$ cat config.mk
export PLATFORM = sky130hd
export DESIGN_NAME = elevator_scan_ctrl_flat
export DESIGN_NICKNAME = d
export VERILOG_FILES = /design/src/rtl/elevator_pkg.sv /design/src/rtl/elevator_scan_ctrl_if.sv /design/src/rtl/elevator_req_scan.sv /design/src/rtl/elevator_scan_ctrl.sv /design/src/flat_wrapper.sv
export SDC_FILE = /design/constraint.sdc
export NUM_CORES = 1
export LEC_CHECK = 0
export BUFFER_PORTS_ARGS = -buffer_cell sky130_fd_sc_hd__clkbuf_2
export CAP_MARGIN = 15
export CORE_MARGIN = 2
export CORE_UTILIZATION = 35
export CTS_CLUSTER_DIAMETER = 40
export DETAILED_ROUTE_END_ITERATION = 10
export GPL_TIMING_DRIVEN = 0
export HOLD_SLACK_MARGIN = 0.1
export SYNTH_ARGS = -nofsm -noshare
export SYNTH_HDL_FRONTEND = slang
export SYNTH_HIERARCHICAL = 1
export SYNTH_SLANG_ARGS = --single-unit
$ cat constraint.sdc
create_clock -name clock -period 6.7 [get_ports clock]
set_input_delay 1.005 -clock clock [delete_from_list [all_inputs] [get_ports clock]]
set_output_delay 1.005 -clock clock [all_outputs]
set_load 0.02 [all_outputs]
$ cat src/rtl/elevator_pkg.sv
// Shared types and constants for the SCAN elevator controller.
// Holds the FSM state enum, direction encoding and climate defaults.
package elevator_pkg;

  typedef enum logic [2:0] {
    OFF,
    IDLE,
    DECIDE,
    MOVE,
    DOOR
  } state_t;

  localparam logic DIR_UP   = 1'b1;
  localparam logic DIR_DOWN = 1'b0;

  localparam int TEMP_LO_DEF = 24;
  localparam int TEMP_HI_DEF = 26;

endpackage

$ cat src/rtl/elevator_scan_ctrl_if.sv
// Front-end / driver bundle of one elevator car.
// ELEV_DOOR_HOLD_EN adds the door_hold input.
interface elevator_scan_ctrl_if #(
  parameter int NUM_FLOORS = 10,
  parameter int TEMP_W     = 8
);
  localparam int FLOOR_W = $clog2(NUM_FLOORS);

  logic                  off_btn;
  logic [NUM_FLOORS-1:0] hall_up_req;
  logic [NUM_FLOORS-1:0] hall_dn_req;
  logic [NUM_FLOORS-1:0] car_req;
  logic [TEMP_W-1:0]     temp;
`ifdef ELEV_DOOR_HOLD_EN
  logic                  door_hold;
`endif
  logic [FLOOR_W-1:0]    floor;
  logic                  direction;
  logic                  moving;
  logic                  door;
  logic                  cooler;
  logic                  heater;
  logic                  served;
  logic [NUM_FLOORS-1:0] pending;

  modport master (
    output off_btn, hall_up_req, hall_dn_req,
    output car_req, temp,
`ifdef ELEV_DOOR_HOLD_EN
    output door_hold,
`endif
    input  floor, direction, moving, door,
    input  cooler, heater, served, pending
  );

  modport slave (
    input  off_btn, hall_up_req, hall_dn_req,
    input  car_req, temp,
`ifdef ELEV_DOOR_HOLD_EN
    input  door_hold,
`endif
    output floor, direction, moving, door,
    output cooler, heater, served, pending
  );

endinterface

$ cat src/rtl/elevator_req_scan.sv
// Summarises pending requests relative to a floor:
// counts, nearest floors and ahead/behind flags.
module elevator_req_scan
  import elevator_pkg::*;
#(
  parameter int NUM_FLOORS = 10,
  parameter int FLOOR_W    = $clog2(NUM_FLOORS)
) (
  input  logic [FLOOR_W-1:0]    floor,
  input  logic                  direction,
  input  logic [NUM_FLOORS-1:0] pending,
  output logic [FLOOR_W-1:0]    cnt_above,
  output logic [FLOOR_W-1:0]    cnt_below,
  output logic [FLOOR_W-1:0]    nearest_above,
  output logic [FLOOR_W-1:0]    nearest_below,
  output logic                  any_ahead,
  output logic                  any_behind
);

  logic has_above;
  logic has_below;

  // count floors with requests on each side; keep the closest one
  always_comb begin
    cnt_above     = '0;
    cnt_below     = '0;
    nearest_above = floor;
    nearest_below = floor;
    for (int i = NUM_FLOORS - 1; i >= 0; i--) begin
      if (pending[i] && FLOOR_W'(i) > floor) begin
        cnt_above     = cnt_above + FLOOR_W'(1);
        nearest_above = FLOOR_W'(i);
      end
    end
    for (int i = 0; i < NUM_FLOORS; i++) begin
      if (pending[i] && FLOOR_W'(i) < floor) begin
        cnt_below     = cnt_below + FLOOR_W'(1);
        nearest_below = FLOOR_W'(i);
      end
    end
  end

  assign has_above  = cnt_above != '0;
  assign has_below  = cnt_below != '0;
  assign any_ahead  = (direction == DIR_UP) ?
                      has_above : has_below;
  assign any_behind = (direction == DIR_UP) ?
                      has_below : has_above;

endmodule

$ cat src/rtl/elevator_scan_ctrl.sv
// N-floor SCAN car controller: requests, travel, door, climate.
// ELEV_DOOR_HOLD_EN enables the door_hold input.
module elevator_scan_ctrl
  import elevator_pkg::*;
#(
  parameter int NUM_FLOORS  = 10,
  parameter int TEMP_W      = 8,
  parameter int TEMP_LO     = TEMP_LO_DEF,
  parameter int TEMP_HI     = TEMP_HI_DEF,
  parameter int MOVE_CYCLES = 4,
  parameter int DOOR_CYCLES = 8
) (
  input logic clock,
  input logic reset,
  elevator_scan_ctrl_if.slave bus
);

  localparam int FLOOR_W = $clog2(NUM_FLOORS);
  localparam int TMAX = (MOVE_CYCLES > DOOR_CYCLES) ?
                        MOVE_CYCLES : DOOR_CYCLES;
  localparam int TMR_W = $clog2(TMAX + 1);

  localparam logic [FLOOR_W-1:0] TOP =
    FLOOR_W'(NUM_FLOORS - 1);
  localparam logic [TMR_W-1:0] MOVE_LD =
    TMR_W'(MOVE_CYCLES - 1);
  localparam logic [TMR_W-1:0] DOOR_LD =
    TMR_W'(DOOR_CYCLES - 1);
  localparam logic [NUM_FLOORS-1:0] UP_MASK =
    ~(NUM_FLOORS'(1) << (NUM_FLOORS - 1));
  localparam logic [NUM_FLOORS-1:0] DN_MASK =
    ~NUM_FLOORS'(1);
  localparam logic [TEMP_W-1:0] T_LO  = TEMP_W'(TEMP_LO);
  localparam logic [TEMP_W-1:0] T_HI  = TEMP_W'(TEMP_HI);
  localparam logic [TEMP_W-1:0] T_LO1 = TEMP_W'(TEMP_LO + 1);
  localparam logic [TEMP_W-1:0] T_HI1 = TEMP_W'(TEMP_HI - 1);

  state_t               state;
  logic [FLOOR_W-1:0]   floor_q;
  logic                 dir_q;
  logic [TMR_W-1:0]     timer;
  logic                 moving_q;
  logic                 door_q;
  logic                 served_q;
  logic                 cooler_q;
  logic                 heater_q;
  logic [NUM_FLOORS-1:0] req_up;
  logic [NUM_FLOORS-1:0] req_dn;
  logic [NUM_FLOORS-1:0] req_car;
  logic [NUM_FLOORS-1:0] pend;

  logic [FLOOR_W-1:0]   h_cnt_above;
  logic [FLOOR_W-1:0]   h_cnt_below;
  logic [FLOOR_W-1:0]   h_near_above;
  logic [FLOOR_W-1:0]   h_near_below;
  logic                 h_ahead;
  logic                 h_behind;

  logic [FLOOR_W-1:0]   arr_floor;
  logic                 arr_dir;
  logic                 n_ahead;
  logic                 hold;
  logic                 here_req;
  logic                 mv_done;
  logic                 stop_now;
  logic                 door_done;
  logic                 enter_door;
  logic                 pick_up;
  logic [FLOOR_W-1:0]   clr_floor;
  logic                 clr_dir;
  logic                 clr_ahead;
  logic [NUM_FLOORS-1:0] clr_bit;
  logic [NUM_FLOORS-1:0] clr_up;
  logic [NUM_FLOORS-1:0] clr_dn;

  assign pend     = req_up | req_dn | req_car;
  assign here_req = pend[floor_q];

  elevator_req_scan #(
    .NUM_FLOORS (NUM_FLOORS),
    .FLOOR_W    (FLOOR_W)
  ) u_here (
    .floor         (floor_q),
    .direction     (dir_q),
    .pending       (pend),
    .cnt_above     (h_cnt_above),
    .cnt_below     (h_cnt_below),
    .nearest_above (h_near_above),
    .nearest_below (h_near_below),
    .any_ahead     (h_ahead),
    .any_behind    (h_behind)
  );

`ifdef ELEV_DOOR_HOLD_EN
  assign hold = bus.door_hold;
`else
  assign hold = 1'b0;
`endif

  assign arr_floor =
    (dir_q == DIR_UP && floor_q != TOP) ?
      floor_q + FLOOR_W'(1) :
    (dir_q == DIR_DOWN && floor_q != '0) ?
      floor_q - FLOOR_W'(1) : floor_q;
  assign arr_dir =
    (arr_floor == TOP) ? DIR_DOWN :
    (arr_floor == '0)  ? DIR_UP   : dir_q;

  // any request beyond the floor being arrived at
  always_comb begin
    n_ahead = 1'b0;
    for (int i = 0; i < NUM_FLOORS; i++) begin
      if (pend[i] &&
          ((arr_dir == DIR_UP) ?
            FLOOR_W'(i) > arr_floor :
            FLOOR_W'(i) < arr_floor))
        n_ahead = 1'b1;
    end
  end

  assign mv_done  = state == MOVE && timer == '0;
  assign stop_now = mv_done &&
    (req_car[arr_floor] || !n_ahead ||
     ((arr_dir == DIR_UP) ?
       req_up[arr_floor] : req_dn[arr_floor]));
  assign door_done = state == DOOR &&
                     timer == '0 && !hold;
  assign enter_door = !bus.off_btn &&
    ((state == IDLE && here_req) || stop_now ||
     (door_done && !h_ahead && !h_behind && here_req));

  assign clr_floor = stop_now ? arr_floor : floor_q;
  assign clr_dir   = stop_now ? arr_dir   : dir_q;
  assign clr_ahead = stop_now ? n_ahead   : h_ahead;
  assign clr_bit   = enter_door ?
                     (NUM_FLOORS'(1) << clr_floor) : '0;
  assign clr_up = (clr_dir == DIR_UP || !clr_ahead) ?
                  clr_bit : '0;
  assign clr_dn = (clr_dir == DIR_DOWN || !clr_ahead) ?
                  clr_bit : '0;

  assign pick_up =
    (h_cnt_above > h_cnt_below) ? 1'b1 :
    (h_cnt_above < h_cnt_below) ? 1'b0 :
    ((h_near_above - floor_q) <
     (floor_q - h_near_below));

  // latch requests; serving a floor beats a same-cycle pulse
  always_ff @(posedge clock) begin
    if (!reset || bus.off_btn || state == OFF) begin
      req_up  <= '0;
      req_dn  <= '0;
      req_car <= '0;
    end else begin
      req_up  <= (req_up | (bus.hall_up_req & UP_MASK))
                 & ~clr_up;
      req_dn  <= (req_dn | (bus.hall_dn_req & DN_MASK))
                 & ~clr_dn;
      req_car <= (req_car | bus.car_req) & ~clr_bit;
    end
  end

  // car FSM: position, direction, timers, status outputs
  always_ff @(posedge clock) begin
    if (!reset) begin
      state    <= IDLE;
      floor_q  <= '0;
      dir_q    <= DIR_DOWN;
      timer    <= '0;
      moving_q <= 1'b0;
      door_q   <= 1'b0;
      served_q <= 1'b0;
    end else if (bus.off_btn) begin
      state    <= OFF;
      timer    <= '0;
      moving_q <= 1'b0;
      door_q   <= 1'b0;
      served_q <= 1'b0;
    end else begin
      served_q <= enter_door;
      case (state)
        OFF: state <= IDLE;
        IDLE: begin
          if (here_req) begin
            state  <= DOOR;
            door_q <= 1'b1;
            timer  <= DOOR_LD;
          end else if (|pend) begin
            state <= DECIDE;
          end
        end
        DECIDE: begin
          dir_q    <= pick_up ? DIR_UP : DIR_DOWN;
          state    <= MOVE;
          moving_q <= 1'b1;
          timer    <= MOVE_LD;
        end
        MOVE: begin
          if (timer != '0) begin
            timer <= timer - TMR_W'(1);
          end else begin
            floor_q <= arr_floor;
            dir_q   <= arr_dir;
            if (stop_now) begin
              state    <= DOOR;
              moving_q <= 1'b0;
              door_q   <= 1'b1;
              timer    <= DOOR_LD;
            end else begin
              timer <= MOVE_LD;
            end
          end
        end
        DOOR: begin
          if (hold) begin
            timer <= DOOR_LD;
          end else if (timer != '0) begin
            timer <= timer - TMR_W'(1);
          end else if (h_ahead) begin
            state    <= MOVE;
            door_q   <= 1'b0;
            moving_q <= 1'b1;
            timer    <= MOVE_LD;
          end else if (h_behind) begin
            dir_q    <= ~dir_q;
            state    <= MOVE;
            door_q   <= 1'b0;
            moving_q <= 1'b1;
            timer    <= MOVE_LD;
          end else if (here_req) begin
            timer <= DOOR_LD;
          end else begin
            state  <= IDLE;
            door_q <= 1'b0;
          end
        end
        default: state <= IDLE;
      endcase
    end
  end

  // climate with a dead band; forced off while the car is off
  always_ff @(posedge clock) begin
    if (!reset || bus.off_btn || state == OFF) begin
      cooler_q <= 1'b0;
      heater_q <= 1'b0;
    end else if (bus.temp > T_HI) begin
      cooler_q <= 1'b1;
      heater_q <= 1'b0;
    end else if (bus.temp < T_LO) begin
      cooler_q <= 1'b0;
      heater_q <= 1'b1;
    end else if (bus.temp >= T_LO1 &&
                 bus.temp <= T_HI1) begin
      cooler_q <= 1'b0;
      heater_q <= 1'b0;
    end
  end

  assign bus.floor     = floor_q;
  assign bus.direction = dir_q;
  assign bus.moving    = moving_q;
  assign bus.door      = door_q;
  assign bus.served    = served_q;
  assign bus.cooler    = cooler_q;
  assign bus.heater    = heater_q;
  assign bus.pending   = pend;

endmodule

$ cat src/flat_wrapper.sv
// flat-port wrapper written by rule: the top's interface ports become plain ports
module elevator_scan_ctrl_flat import elevator_pkg::*;
#(
  parameter int NUM_FLOORS  = 10,
  parameter int TEMP_W      = 8,
  parameter int TEMP_LO     = TEMP_LO_DEF,
  parameter int TEMP_HI     = TEMP_HI_DEF,
  parameter int MOVE_CYCLES = 4,
  parameter int DOOR_CYCLES = 8
)
  (clock, reset, bus_off_btn, bus_hall_up_req, bus_hall_dn_req, bus_car_req, bus_temp, bus_floor, bus_direction, bus_moving, bus_door, bus_cooler, bus_heater, bus_served, bus_pending);
  elevator_scan_ctrl_if #(.NUM_FLOORS(NUM_FLOORS), .TEMP_W(TEMP_W)) bus_i ();
  input logic clock;
  input logic reset;
  input wire logic [$bits(bus_i.off_btn)-1:0] bus_off_btn;
  input wire logic [$bits(bus_i.hall_up_req)-1:0] bus_hall_up_req;
  input wire logic [$bits(bus_i.hall_dn_req)-1:0] bus_hall_dn_req;
  input wire logic [$bits(bus_i.car_req)-1:0] bus_car_req;
  input wire logic [$bits(bus_i.temp)-1:0] bus_temp;
  output wire logic [$bits(bus_i.floor)-1:0] bus_floor;
  output wire logic [$bits(bus_i.direction)-1:0] bus_direction;
  output wire logic [$bits(bus_i.moving)-1:0] bus_moving;
  output wire logic [$bits(bus_i.door)-1:0] bus_door;
  output wire logic [$bits(bus_i.cooler)-1:0] bus_cooler;
  output wire logic [$bits(bus_i.heater)-1:0] bus_heater;
  output wire logic [$bits(bus_i.served)-1:0] bus_served;
  output wire logic [$bits(bus_i.pending)-1:0] bus_pending;
  assign bus_i.off_btn = bus_off_btn;
  assign bus_i.hall_up_req = bus_hall_up_req;
  assign bus_i.hall_dn_req = bus_hall_dn_req;
  assign bus_i.car_req = bus_car_req;
  assign bus_i.temp = bus_temp;
  assign bus_floor = bus_i.floor;
  assign bus_direction = bus_i.direction;
  assign bus_moving = bus_i.moving;
  assign bus_door = bus_i.door;
  assign bus_cooler = bus_i.cooler;
  assign bus_heater = bus_i.heater;
  assign bus_served = bus_i.served;
  assign bus_pending = bus_i.pending;
  elevator_scan_ctrl #(.NUM_FLOORS(NUM_FLOORS), .TEMP_W(TEMP_W), .TEMP_LO(TEMP_LO), .TEMP_HI(TEMP_HI), .MOVE_CYCLES(MOVE_CYCLES), .DOOR_CYCLES(DOOR_CYCLES)) u_core (.clock(clock), .reset(reset), .bus(bus_i));
endmodule
==> results.txt, run 1 <==
----------------------------------------------------
[Die]
  Number of placed I/O pins ... 61
  Die area ... 0.0187 mm^2
  Core Rows ... 48
  Die Span X ... 137 um
  Height of the chip ... 137 um
  Core Region ... 0.0172 mm^2
  Effective utilization at floorplan ... 0.357

[Setup path]
  Count of buffering cells on the critical path with inverters included ... 2
  Worst-path cell with the longest stage delay ... sky130_fd_sc_hd__or4_1
  Maximum net fanout on the critical path ... 6
  Req. time, crit path ... 6.85 ns
  Setup CP Type ... reg2reg
  Setup crit start kind ... register
  Kind of cell with the highest combined delay on the critical path ... simple AND/OR/NAND/NOR gates
  Element type at the critical path end ... register
  Data arrival time of the critical path ... 6.84 ns
  Delay of the slowest cell on the worst path ... 0.50 ns

[Timing]
  Setup TNS ... 0 ns
  Measured slew at the worst slew-check pin ... 1.21 ns
  Number of setup violations in the final report ... 0
  Post-route clock skew ... 0.00721 ns
  Slew Limit Headroom ... 0.190
  Final hold violations ... 0
  Fin crit period ... 6.70 ns
  Final period util ... 0.999
  Final Slew Violations ... 0
  Setup repair after global routing missed its margin ... yes
  Worst path setup slack after routing ... 0.00419 ns
  Max Fclk ... 0.149 GHz

[CTS]
  Clock transition at the registers of the reported paths ... 0.07 ns
  Clock sink count ... 47
  Clock latency on the worst-skew pair ... 0.29 ns
  Number of buffers added to fix hold violations after cts ... 0
  H-tree levels ... 2
  Clock Path Buffers ... 2
  Master cell of the clock root buffer ... sky130_fd_sc_hd__clkbuf_16
  CTS Buf Count ... 5
  CTS tree ... done

[Synthesis]
  Count of warnings emitted by yosys ... 6
  Prevailing post-synth register cell ... sky130_fd_sc_hd__dfxtp_1
  Portion of the post-synthesis area used by sequential elements ... 0.153
  Async set-reset flop share out of synthesis ... 0
  Syn avg cell area ... 7.54 um^2
  Number of flops mapped to enable cells by yosys ... 0
  Net count of the mapped netlist ... 898
  Netlist area before placement ... 0.00616 mm^2
  Post-synthesis instance total ... 817
  Post-synthesis register bit count ... 47
  Synth unique cells ... 98

[Placement]
  Routability congestion estimate ... 0.918
  Count of buffers inserted at the top-level ports ... 58
  DP Wirelength ... 14900 um
  Place WS ... -0.894 ns

[Layout]
  Number of nets in the finished design ... 1012
  Combined area of the multi-input logic cells ... 0.00542 mm^2
  Fraction of layout instances using a drive strength above 1 ... 0.307
  Finished Core Util ... 0.458
  Footprint of the flip-flops and latches ... 956 um^2
  ANT cells ... 0
  Number of fillers in the final layout ... 1713
  Area added between synthesis and finish ... 28.2%

[Global routing]
  Aggregate global-route resource usage ... 0.214
  Global-route wire length before repair ... 32500 um
  Global route total overflow ... 0
  Vias in the first global route ... 6395
  Number of antenna violations at the first check in global routing ... 0
  Largest net degree at the start of global routing ... 15

[Power]
  IR Drop Worst-Case VDD ... 0.166 mV
  P per Cell Area ... 199 mW/mm^2
  Leakage power ... 3.22 nW

[Detailed routing]
  Number of iterations in the first detailed-routing pass ... 6
  Highest routing layer actually used ... met4
  Routed length on met3 ... 941 um
  DR iter-0 viols ... 512
  Met1 wire length ... 9240 um
  Wire length per cell after detailed routing ... 17.7 um
  Final wirelength ... 20500 um
  Routed length on met2 ... 10000 um
  DR DRC count ... 0
  Vias after detailed routing ... 6722
  Post-route antenna net violation count ... 0
  Vias per inst ... 5.81

[Outcome]
  Outcome ... finished, final reports clean

[Worst hold path]
  Path category of the worst min-delay check ... reg2reg

[Run]
  Max-Cap Viols ... 0

----------------------------------------------------
## through the flow
step | total power [mW] | area (um^2) | cells | hold WS (ns)
global route | 1.67 | 7900 | 1157 | 0.468
floorplan | 0.891 | 6190 | 817 | 0.418
finish | 1.57 | 7900 | 1157 | 0.449
detailed placement | 1.07 | 6760 | 1100 | 0.436
global placement | 1.07 | 6760 | 1100 | 0.430
CTS | 1.47 | 7490 | 1142 | 0.450
## cells by family after synthesis
| group | count (synthesis) | synth area share |
|---|---|---|
| adders and majority gates | 40 | 0.0837 |
| and+or+nand+nor | 278 | 0.232 |
| xor gates and xnor gates | 56 | 0.0981 |
| AOI/OAI and AO/OA | 277 | 0.304 |
| muxes | 34 | 0.0672 |
| buffers and inverters | 85 | 0.0628 |
| DFF | 47 | 0.153 |
## cell usage in the layout (no fill, tap or decap), types with 15 or more instances in the layout
master / instances
sky130_fd_sc_hd__a21oi_1: 62
sky130_fd_sc_hd__buf_4: 57
sky130_fd_sc_hd__clkbuf_1: 15
sky130_fd_sc_hd__clkbuf_2: 58
sky130_fd_sc_hd__dfxtp_1: 43
sky130_fd_sc_hd__ha_1: 28
sky130_fd_sc_hd__inv_1: 37
sky130_fd_sc_hd__mux2i_1: 23
sky130_fd_sc_hd__nand2_1: 66
sky130_fd_sc_hd__nand3_1: 21
sky130_fd_sc_hd__nor2_1: 46
sky130_fd_sc_hd__nor3_1: 27
sky130_fd_sc_hd__o21ai_0: 59
sky130_fd_sc_hd__xnor2_1: 27
## area by class of cell
class	count	share of cell area
multi-input combinational	685	0.687
sequential	47	0.121
timing repair buffer	114	0.0932
tap	225	0.0357
inverter	46	0.0225
buffer	32	0.0208
clock buffer	7	0.0193
clock inverter	1	0.000792
## path summary, 6_finish.rpt
check / slack [ns] / cells after the start / startpoint / to
worst max-delay path: 0.004 / 34 / u_core/bus.floor[2] / u_core/req_dn[7]
worst min-delay path: 0.45 / 2 / u_core/req_up[9] / u_core/req_up[9]
worst max register to register: 0.004 / 34 / u_core/bus.floor[2] / u_core/req_dn[7]
worst min register to register: 0.45 / 2 / u_core/req_up[9] / u_core/req_up[9]
## registers in the layout, summed over array words and instances (netlist names)
register              count
u_core/timer              4
u_core/bus.heater         1
u_core/state              3
u_core/req_car           10
u_core/bus.moving         1
u_core/bus.cooler         1
u_core/bus.served         1
u_core/req_dn            10
u_core/req_up            10
u_core/bus.direction      1
u_core/bus.floor          4
u_core/bus.door           1
## repair_timing
action / CTS / global route
setup buffers: 36 / 20
cloned: 1 / 0
setup endpoints to repair: 41 / 39
gates resized for setup: 68 / 69
hold endpoints to repair: 0 / 0
pin swaps: 47 / 50
## per-layer routing
metal	vias to the layer above	track usage
li1	3254	-
met1	3171	0.280
met2	258	0.373
met3	39	0.0230
met4	0	0.0590
met5	-	0
## where the power goes
| group | internal (mW) | switching (mW) | total, mW |
|---|---|---|---|
| Combinational | 0.437 | 0.546 | 0.983 |
| Sequential | 0.293 | 0.0197 | 0.313 |
| Clock | 0.159 | 0.113 | 0.272 |
## cell usage after synthesis (4+ instances only)
library cell | count | area (um^2)
sky130_fd_sc_hd__nand2_1 | 77 | 289
sky130_fd_sc_hd__a21oi_1 | 75 | 375
sky130_fd_sc_hd__o21ai_0 | 69 | 345
sky130_fd_sc_hd__nor2_1 | 51 | 191
sky130_fd_sc_hd__dfxtp_1 | 47 | 941
sky130_fd_sc_hd__inv_1 | 43 | 161
sky130_fd_sc_hd__ha_1 | 38 | 475
sky130_fd_sc_hd__nor3_1 | 33 | 165
sky130_fd_sc_hd__xnor2_1 | 31 | 272
sky130_fd_sc_hd__mux2i_1 | 23 | 230
sky130_fd_sc_hd__nand3_1 | 22 | 110
sky130_fd_sc_hd__xor2_1 | 17 | 149
sky130_fd_sc_hd__clkbuf_1 | 16 | 60.1
sky130_fd_sc_hd__or3_1 | 13 | 81.3
sky130_fd_sc_hd__a31oi_1 | 12 | 75.1
sky130_fd_sc_hd__and3_1 | 12 | 75.1
sky130_fd_sc_hd__o211ai_1 | 12 | 90.1
sky130_fd_sc_hd__nand2b_1 | 11 | 68.8
sky130_fd_sc_hd__a211oi_1 | 10 | 75.1
sky130_fd_sc_hd__buf_2 | 10 | 50.1
sky130_fd_sc_hd__and2_1 | 9 | 56.3
sky130_fd_sc_hd__a21o_1 | 8 | 60.1
sky130_fd_sc_hd__nor2b_1 | 8 | 50.1
sky130_fd_sc_hd__nor4_1 | 8 | 50.1
sky130_fd_sc_hd__nand4_1 | 7 | 43.8
sky130_fd_sc_hd__o21ai_1 | 7 | 35.0
sky130_fd_sc_hd__o31ai_1 | 7 | 52.6
sky130_fd_sc_hd__a31o_2 | 6 | 52.6
sky130_fd_sc_hd__a21boi_0 | 5 | 37.5
sky130_fd_sc_hd__a22oi_1 | 5 | 37.5
sky130_fd_sc_hd__buf_6 | 5 | 56.3
sky130_fd_sc_hd__mux2_2 | 5 | 56.3
sky130_fd_sc_hd__mux4_2 | 5 | 113
sky130_fd_sc_hd__a211o_1 | 4 | 35.0
sky130_fd_sc_hd__a2bb2oi_1 | 4 | 35.0
sky130_fd_sc_hd__buf_1 | 4 | 15.0
sky130_fd_sc_hd__buf_4 | 4 | 30.0
sky130_fd_sc_hd__o31ai_2 | 4 | 50.1
sky130_fd_sc_hd__o32ai_1 | 4 | 35.0
## worst min-delay path, stage by stage, from the launching register on
cell and delay (ns):
sky130_fd_sc_hd__dfxtp_1 0.32, sky130_fd_sc_hd__nand2_1 0.06, sky130_fd_sc_hd__a21oi_1 0.03
Power figures use the tool's default switching activity.
==> run 2, diff against run 1 <==
--- a/config.mk
+++ b/config.mk
@@ -5,6 +5,7 @@
 export SDC_FILE = /design/constraint.sdc
 export NUM_CORES = 1
 export LEC_CHECK = 0
+export ABC_AREA = 1
 export BUFFER_PORTS_ARGS = -buffer_cell sky130_fd_sc_hd__clkbuf_2
 export CAP_MARGIN = 15
 export CORE_MARGIN = 2
==> constraint.sdc (replaced) <==
create_clock -name clock -period 6.7 [get_ports clock]
set_input_delay 1.005 -clock clock [delete_from_list [all_inputs] [get_ports clock]]
set_output_delay 1.005 -clock clock [all_outputs]
set_load 0.1 [all_outputs]
==> run 2 against run 1 <==
First-iteration DRC count is 14% lower. Wire length is 18% lower. Combinational power is 6.2% lower. Via count is 1.8% lower. Synthesized cell count is 26% higher. Cell count is 14% higher. Sequential share of layout area is 1.7 points higher. Critical path depth is 14 higher. Sequential cell count stayed put. Die area is 2.5% lower. Critical path type unchanged.
==> results.txt, run 2 <==
----------------------------------------------------
[Detailed routing]
  Final wirelength ... 16900 um (-18%)
  DR iter-0 viols ... 441 (-14%)
  Highest routing layer actually used ... met4
  Vias per inst ... 5.00 (-14%)
  DR DRC count ... 0 (unchanged)
  Routed length on met3 ... 554 um (-41%)
  Post-route antenna net violation count ... 0 (unchanged)
  Wire length per cell after detailed routing ... 12.8 um (-28%)
  Met1 wire length ... 8290 um (-10%)
  Number of iterations in the first detailed-routing pass ... 4 (-2)
  Vias after detailed routing ... 6600 (-1.8%)
  Routed length on met2 ... 7790 um (-22%)

[CTS]
  Clock latency on the worst-skew pair ... 0.29 ns (about the same)
  Clock transition at the registers of the reported paths ... 0.07 ns (about the same)
  Clock Path Buffers ... 2 (unchanged)
  CTS tree ... done
  Master cell of the clock root buffer ... sky130_fd_sc_hd__clkbuf_16
  H-tree levels ... 2 (unchanged)
  Number of buffers added to fix hold violations after cts ... 0 (unchanged)
  Clock sink count ... 47 (unchanged)
  CTS Buf Count ... 5 (unchanged)

[Worst hold path]
  Min-Delay Startpoint ... u_core/bus.door
  Path category of the worst min-delay check ... reg2reg
  Hold EP ... u_core/bus.door
  Worst Hold Path Cells ... 2 (unchanged)

[Synthesis]
  Post-synthesis register bit count ... 47 (unchanged)
  Top cell types by occurrence after synthesis ... sky130_fd_sc_hd__nand2_1, sky130_fd_sc_hd__inv_1, sky130_fd_sc_hd__nand3_1
  Post-synthesis instance total ... 1029 (+26%)
  Async set-reset flop share out of synthesis ... 0 (unchanged)
  Synth unique cells ... 52 (-47%)
  Count of warnings emitted by yosys ... 6 (unchanged)
  Prevailing post-synth register cell ... sky130_fd_sc_hd__dfxtp_1
  Net count of the mapped netlist ... 1110 (+24%)
  Post-synth top area cell ... sky130_fd_sc_hd__nand2_1
  Most repeated cell in the gate-level netlist after synthesis ... sky130_fd_sc_hd__nand2_1
  Syn avg cell area ... 5.83 um^2 (-23%)
  Main area contributors after synthesis ... sky130_fd_sc_hd__nand2_1, sky130_fd_sc_hd__dfxtp_1, sky130_fd_sc_hd__nand3_1
  Number of flops mapped to enable cells by yosys ... 0 (unchanged)
  Portion of the post-synthesis area used by sequential elements ... 0.157 (+0.00404)
  Share of the synthesized area in the top cell type ... 0.182 (+0.0293)
  Netlist area before placement ... 0.00600 mm^2 (-2.6%)

[Die]
  Core Rows ... 47 (-2.1%)
  Number of placed I/O pins ... 61 (unchanged)
  Core Region ... 0.0167 mm^2 (-3.1%)
  Height of the chip ... 135 um (-1.3%)
  Die area ... 0.0182 mm^2 (-2.5%)
  Die Span X ... 135 um (-1.3%)
  Effective utilization at floorplan ... 0.359 (+0.00194)

[Layout]
  Largest registers ... u_core/req_car: 10 flops, u_core/req_dn: 10 flops, u_core/req_up: 10 flops
  Most common cell after layout, fill and taps aside ... sky130_fd_sc_hd__nand2_1
  Number of nets in the finished design ... 1180 (+17%)
  Finished Core Util ... 0.414 (-0.0437)
  Footprint of the flip-flops and latches ... 953 um^2 (-0.26%)
  ANT cells ... 0 (unchanged)
  Number of fillers in the final layout ... 1865 (+8.9%)
  Final cell count without fillers ... 1320 (+14%)
  Final design instance area without fill ... 0.00692 mm^2 (-12%)
  Fraction of layout instances using a drive strength above 1 ... 0.207 (-0.0996)
  Area added between synthesis and finish ... 15.3%
  Combined area of the multi-input logic cells ... 0.00451 mm^2 (-17%)
  Leading cell types in the layout, fill and taps excluded ... sky130_fd_sc_hd__nand2_1, sky130_fd_sc_hd__inv_1, sky130_fd_sc_hd__nand3_1, sky130_fd_sc_hd__nor2_1, sky130_fd_sc_hd__clkbuf_2

[Setup path]
  Req. time, crit path ... 6.88 ns (+0.03 ns)
  Data arrival time of the critical path ... 6.40 ns (-0.44 ns)
  Element type at the critical path end ... register
  Worst reg2reg endpoint ... u_core/req_dn[3]
  Setup crit start kind ... register
  Delay of the slowest cell on the worst path ... 0.34 ns (-0.16 ns)
  Worst-path cell with the longest stage delay ... sky130_fd_sc_hd__dfxtp_2
  Minimum setup slack among reg-to-reg paths ... 0.47 ns (+0.47 ns)
  Path depth of the worst reg2reg path ... 48 (+41%)
  Cell with the most instances on the worst path ... sky130_fd_sc_hd__nand2_1
  Maximum net fanout on the critical path ... 7 (+1)
  Setup CP Type ... reg2reg
  Critical R2R Launch ... u_core/req_car[1]

[Timing]
  Post-route clock skew ... 0.00770 ns (+0.000492 ns)
  Slew Limit Headroom ... 0.539 (+0.350)
  Fin crit period ... 6.23 ns (-0.470 ns)
  Final period util ... 0.929 (-0.0701)
  Final hold violations ... 0 (unchanged)
  Worst path setup slack after routing ... 0.474 ns (+0.470 ns)
  Final Slew Violations ... 0 (unchanged)
  Max Fclk ... 0.161 GHz (+7.5%)
  Measured slew at the worst slew-check pin ... 0.691 ns (-0.515 ns)
  Number of setup violations in the final report ... 0 (unchanged)
  Final hold slack ... 0.468 ns (+0.0185 ns)

[Power]
  Leakage power ... 3.65 nW (+13%)
  IR Drop Worst-Case VDD ... 0.206 mV (+25%)
  P per Cell Area ... 215 mW/mm^2 (+8.1%)

[Placement]
  Place WS ... -0.219 ns (+0.675 ns)
  Count of buffers inserted at the top-level ports ... 58 (unchanged)
  DP Wirelength ... 13500 um (-8.9%)
  Routability congestion estimate ... 0.927 (+1.0%)
  Post-Place Cells ... 1307 (+19%)
  Post-DP Area ... 0.00657 mm^2 (-2.9%)

[Global routing]
  Global-route wire length before repair ... 28900 um (-11%)
  Global route total overflow ... 0 (unchanged)
  Aggregate global-route resource usage ... 0.190 (-0.0244)
  Number of antenna violations at the first check in global routing ... 0 (unchanged)
  Vias in the first global route ... 6155 (-3.8%)
  Largest net degree at the start of global routing ... 16 (+1)

[Run]
  Max-Cap Viols ... 0 (unchanged)

[Outcome]
  Outcome ... finished, final reports clean

----------------------------------------------------
[run 2: cell types whose count changed after synthesis, sizes merged, moves of 15 or more]
cell / delta
nor3: -16
xor2: -15
xnor2: -30
mux2i: -23
nand3: +111
nand2: +259
a21oi: -24
nor2: +51
inv: +112
[run 2: worst max-delay path: cells and delay by family (launching register included)]
kind	cells	cell delay, ns
AO/OA/AOI/OAI	3	0.39
buffers and inverters	8	0.55
AND/OR/NAND/NOR	32	3.51
flip-flops	1	0.34
adder cells (fa/ha/maj)	5	1.32
[run 2: layout make-up]
cell class	count	share of cell area
multi-input cells	809	0.651
flip-flops and latches	47	0.138
inverters	159	0.0873
repair buffers	64	0.0485
well taps	220	0.0398
clock buffers	6	0.0186
plain buffers	13	0.0146
clock inverters	2	0.00235
[run 2: kinds of logic after synthesis]
group | Yosys count | synth area share
buf+inv | 173 | 0.118
simple gates | 622 | 0.495
xor+xnor | 8 | 0.0129
fa+ha+maj | 40 | 0.0859
compound gates | 139 | 0.131
flops | 47 | 0.157
[run 2: worst max-delay path by stage]
stage | depth (start not counted) | slack, ns | from | end
finish | 48 | 0.47 | u_core/req_car[1] | u_core/req_dn[3]
global route | 46 | -0.08 | u_core/req_car[1] | u_core/req_dn[3]
CTS | 46 | 0.004 | u_core/bus.floor[1] | u_core/req_dn[7]
detailed placement | 45 | -0.22 | u_core/bus.floor[2] | u_core/req_dn[3]
global placement | 45 | -0.15 | u_core/bus.floor[2] | u_core/req_up[3]
floorplan | 45 | 0.11 | u_core/bus.floor[2] | u_core/req_dn[9]
[run 2: metal layers]
| layer | GRT usage | up-vias |
|---|---|---|
| li1 | - | 3472 |
| met1 | 0.264 | 2974 |
| met2 | 0.319 | 130 |
| met3 | 0.0165 | 24 |
| met4 | 0.0457 | 0 |
| met5 | 0 | - |
[run 2: repair_timing]
item	CTS	global route
endpoints found under the setup margin	30	39
setup buffers	1	5
gates cloned	0	0
gates resized for setup	6	43
pin swaps	1	12
[run 2: metrics by stage]
stage	total power, mW	setup TNS [ns]
after floorplan	1.02	0
after global placement	1.21	-2.77
after detailed placement	1.21	-4.40
after CTS	1.47	0
after global routing	1.63	-0.878
final	1.49	0
[run 2: power breakdown]
group | switching [mW] | internal (mW) | total [mW]
sequential | 0.0178 | 0.295 | 0.312
combinational | 0.637 | 0.286 | 0.922
clock | 0.111 | 0.140 | 0.251
total | 0.766 | 0.720 | 1.49
